**src/rtl/ex_fsm_piso.sv**
```systemverilog
// LSB-first parallel-to-serial shifter with a valid/ready word input and a bit-rate enable.
// Words chain with no idle bit between them when the next word is offered on the last-bit edge.
module ex_fsm_piso #(
    parameter int   DW       = 8,
    parameter logic IDLE_BIT = 1'b1
) (
    input  logic          sclk,
    input  logic          rst,
    input  logic [DW-1:0] din,
    input  logic          din_vld,
    output logic          din_rdy,
    input  logic          bit_en,
    output logic          sout,
    output logic          sout_vld,
    output logic          busy,
    output logic          word_done,
    output logic [1:0]    dbg_state
);

    localparam int CW = (DW > 1) ? $clog2(DW) : 1;

    typedef enum logic [1:0] {
        ST_IDLE  = 2'b00,
        ST_SHIFT = 2'b01
    } state_t;

    state_t        state_q, state_d;
    logic [DW-1:0] shreg_q, shreg_d;
    logic [CW-1:0] bit_cnt_q, bit_cnt_d;
    logic          sout_q, sout_vld_q, word_done_q;
    logic          word_done_d;
    logic          last_bit;

    // Handshake: a word is taken on any edge where din_vld & din_rdy. The source
    // holds din/din_vld until then; din_rdy is combinational so a new word can
    // replace the last bit on the very edge that consumes it.
    assign last_bit = (bit_cnt_q == CW'(DW - 1));
    assign din_rdy  = (state_q == ST_IDLE) || ((state_q == ST_SHIFT) && last_bit && bit_en);

    always_comb begin
        state_d     = state_q;
        shreg_d     = shreg_q;
        bit_cnt_d   = bit_cnt_q;
        word_done_d = 1'b0;
        case (state_q)
            ST_IDLE: begin
                if (din_vld) begin
                    shreg_d   = din;
                    bit_cnt_d = '0;
                    state_d   = ST_SHIFT;
                end
            end
            ST_SHIFT: begin
                if (bit_en) begin
                    if (!last_bit) begin
                        shreg_d   = shreg_q >> 1;
                        bit_cnt_d = bit_cnt_q + 1'b1;
                    end else begin
                        word_done_d = 1'b1;
                        if (din_vld) begin
                            shreg_d   = din;
                            bit_cnt_d = '0;
                        end else begin
                            shreg_d   = shreg_q >> 1;
                            bit_cnt_d = '0;
                            state_d   = ST_IDLE;
                        end
                    end
                end
            end
            default: begin
                state_d   = ST_IDLE;
                shreg_d   = '0;
                bit_cnt_d = '0;
            end
        endcase
    end

    // Outputs are registered from the next-state values so they line up with state_q.
    always_ff @(posedge sclk) begin
        if (rst) begin
            state_q     <= ST_IDLE;
            shreg_q     <= '0;
            bit_cnt_q   <= '0;
            sout_q      <= IDLE_BIT;
            sout_vld_q  <= 1'b0;
            word_done_q <= 1'b0;
        end else begin
            state_q     <= state_d;
            shreg_q     <= shreg_d;
            bit_cnt_q   <= bit_cnt_d;
            sout_q      <= (state_d == ST_SHIFT) ? shreg_d[0] : IDLE_BIT;
            sout_vld_q  <= (state_d == ST_SHIFT);
            word_done_q <= word_done_d;
        end
    end

    assign sout      = sout_q;
    assign sout_vld  = sout_vld_q;
    assign busy      = sout_vld_q;
    assign word_done = word_done_q;
    assign dbg_state = state_q;

endmodule

```
**config.mk**
```make
export PLATFORM = sky130hd
export DESIGN_NAME = ex_fsm_piso
export DESIGN_NICKNAME = d
export VERILOG_FILES = /design/src/rtl/ex_fsm_piso.sv
export SDC_FILE = /design/constraint.sdc
export NUM_CORES = 1
export LEC_CHECK = 0
export BUFFER_PORTS_ARGS = -buffer_cell sky130_fd_sc_hd__buf_2
export CAP_MARGIN = 20
export CORE_MARGIN = 2
export CORE_UTILIZATION = 54
export CTS_BUF_LIST = sky130_fd_sc_hd__clkbuf_2 sky130_fd_sc_hd__clkbuf_4 sky130_fd_sc_hd__clkbuf_8
export DETAILED_ROUTE_END_ITERATION = 6
export PLACE_DENSITY = 0.8
export SYNTH_ARGS = -nofsm -noshare
export SYNTH_HDL_FRONTEND = slang
export SYNTH_SLANG_ARGS = --single-unit
export TNS_END_PERCENT = 100
```
**constraint.sdc**
```tcl
create_clock -name sclk -period 1.8 [get_ports sclk]
set_input_delay 0.09 -clock sclk [delete_from_list [all_inputs] [get_ports sclk]]
set_output_delay 0.09 -clock sclk [all_outputs]
set_load 0.1 [all_outputs]
```
==> reports/results.tsv <==
metric	value	unit
maxCapViolCount	0	
synth.largest_area_cell	dfxtp_1	
synth.area.top_cells	dfxtp_1 38%, a32oi_1 8.2%, a21boi_0 7.0%	
die_h	43.8	um
grt-ovfl-total	0	
yosysMostFrequentCell	dfxtp_1	
viasPerCell	6.45	
ys_seq_area_share	37.5	%
cts-root-buf	clkbuf_4	
gr-usage-met3	2.92	%
crit_path_end_kind	output port	
yosysUniqueCellTypes	27	
rr_worst_depth	6	
synth_edf_count	0	
fin_crit_sh	96.8	%
dp_hpwl	1200	um
worst-path-buf-inv	2	
path_clk_slew	90	ps
grt_max_degree	22	
p_leak	0.407	nW
setup_viol	0	
met2_usage	35.3	%
slew_viol_final	0	
outcome	complete, no violations	
fin_util	65.6	%
r2r-start	bit_cnt_q[0]$_SDFFE_PP0P_	
netlist.area_leader.share	37.5	%
cp_top_family	adder cells	
portBuffers	18	
core_area	1490	sq um
syn_to_final_growth	14.5	%
nets	120	
crit_chain	ha_1, ha_1, a21boi_2, buf_4, nor2_4, buf_12	
fmax	574	MHz
min_period	1740	ps
first_global_vias	701	
synth_seq_cells	16	
row_count	14	
cp.arrival	1650	ps
path_class	flip-flop to output port	
clk_latency	290	ps
synthFlopType	dfxtp_1	
cpPeakStageDelay	390	ps
antenna_found_initial	0	
hold_viol_final	0	
antennaDiodeCount	0	
routed_wirelength	1830	um
cts_tree	built	
hold_depth	3	
critPathSlowestCell	dfxtp_1	
reg2reg_setup_slack	280	ps
grt_first_pass_wirelength	3010	um
crit_top_cell	ha_1	
initial_core_util	57.3	%
grtUsageTotal	21.2	%
vias	781	
dieWidth	43.8	um
power_density	772	nW/um^2
ir_drop	585	uV
synth_warnings	0	
startpoint_type	flip-flop	
wl_per_cell	15.1	um
met1_usage	26.0	%
r2r-end	shreg_q[6]$_SDFFE_PP0P_	
drc	0	
critPathMaxFanout	7	
first_iter_violations	24	
postCtsSetupRepairBufs	0	
antenna_left	0	
synth_fp_nets	104	
synth_commonest_cells	16 x dfxtp_1, 8 x a21boi_0, 8 x a21oi_1, 8 x a32oi_1, 8 x o21ai_0	
finalClockSkew	0.410	ps
cts_sinks	16	
min_to	shreg_q[3]$_SDFFE_PP0P_	
cts_buffer_depth	2	
grt.busiest_layer	met2	
dieArea	1910	sq um
firstDrtPassIters	4	
synth_cells	90	
ios	19	
min_path_type	input port to flip-flop	
synth-async-reset-ratio	0	%
drive_above_1_share	30.5	%
fillCellCount	126	
place_congestion	0.784	
cts_buffers	3	
syn_area_per_cell	9.48	sq um
min_from	din[3]	
placed_cells	117	
h-tree-depth	1	
syn_area	853	sq um
fin_cells	121	
required	1710	ps
[sequential cells by signal, summed over array words and instances (netlist names)]
signal,cells
word_done,1
shreg_q,8
busy,1
sout,1
dbg_state,2
bit_cnt_q,3
[tightest hold or removal path, cell delays in order]
cell and delay, ps:
buf_2 80, a32oi_1 50, a21oi_1 110
[per-layer routing]
layer / vias to the layer above / wire length, um
li1: 366 / -
met3: 8 / 97
met4: 0 / 51
met1: 371 / 776
met2: 36 / 904
met5: - / 0
[layout make-up]
type	count	area [sq um]	area share, %
timing repair buffer	20	120	12.3
clock buffer	4	36.3	3.71
multi-input combinational	62	467	47.8
tap	16	20.0	2.05
inverter	3	11.3	1.15
sequential	16	323	33.0
[power breakdown]
| part | internal (W) | switching [W] |
|---|---|---|
| clock | 0.000123 | 0.000114 |
| sequential | 0.000366 | 0.0000109 |
| combinational | 0.0000417 | 0.0000993 |
[stage by stage]
step                setup WS (ps)  setup TNS, ps  total power, W  hold slack, ps  cell area (sq um)
detailed placement            332              0        0.000524             376                937
global route                -2.60          -2.60        0.000783            94.7                977
CTS                          54.2              0        0.000756            74.2                973
finish                       58.1              0        0.000755            72.7                977
floorplan                     121              0        0.000494             240                863
global placement              382              0        0.000522             366                937
[cells by family after synthesis]
| family | synth area share [%] |
|---|---|
| AOI/OAI and AO/OA | 34.2 |
| and+or+nand+nor | 13.2 |
| DFF | 37.5 |
| buffers and inverters | 9.09 |
| adders and majority gates | 2.93 |
| muxes | 2.64 |
| other | 0.439 |
[cell usage in the layout, fill, tap and decap left out, drive strengths merged]
master   n
and3b    1
ha       2
a21oi    8
nor3b    1
and4     1
nand3    2
nand2    1
a32oi    9
dfxtp   16
buf     20
and3     7
inv      3
conb     1
nand4    1
o221a    1
mux2i    1
o21a     2
o21ai    8
a21boi   9
clkbuf   4
o211ai   2
nor2     5
[what timing repair did]
| action | in CTS | in global routing |
|---|---|---|
| hold buffers | 0 | 0 |
| setup endpoints to repair | 1 | 1 |
| gates resized for setup | 1 | 1 |
[worst max path at each step]
stage / from / end / slack (ps) / cells past startpoint
6_report: bit_cnt_q[0]$_SDFFE_PP0P_ / din_rdy / 60 / 6
5_1_grt: bit_cnt_q[0]$_SDFFE_PP0P_ / din_rdy / -3 / 6
4_1_cts: bit_cnt_q[0]$_SDFFE_PP0P_ / din_rdy / 50 / 6
3_5_place_dp: bit_cnt_q[0]$_SDFFE_PP0P_ / shreg_q[6]$_SDFFE_PP0P_ / 330 / 6
3_3_place_gp: bit_cnt_q[0]$_SDFFE_PP0P_ / din_rdy / 380 / 6
2_1_floorplan: dbg_state[0]$_SDFF_PP0_ / sout$_SDFF_PP1_ / 120 / 4
Note: power is estimated with default switching activity, not from simulation.
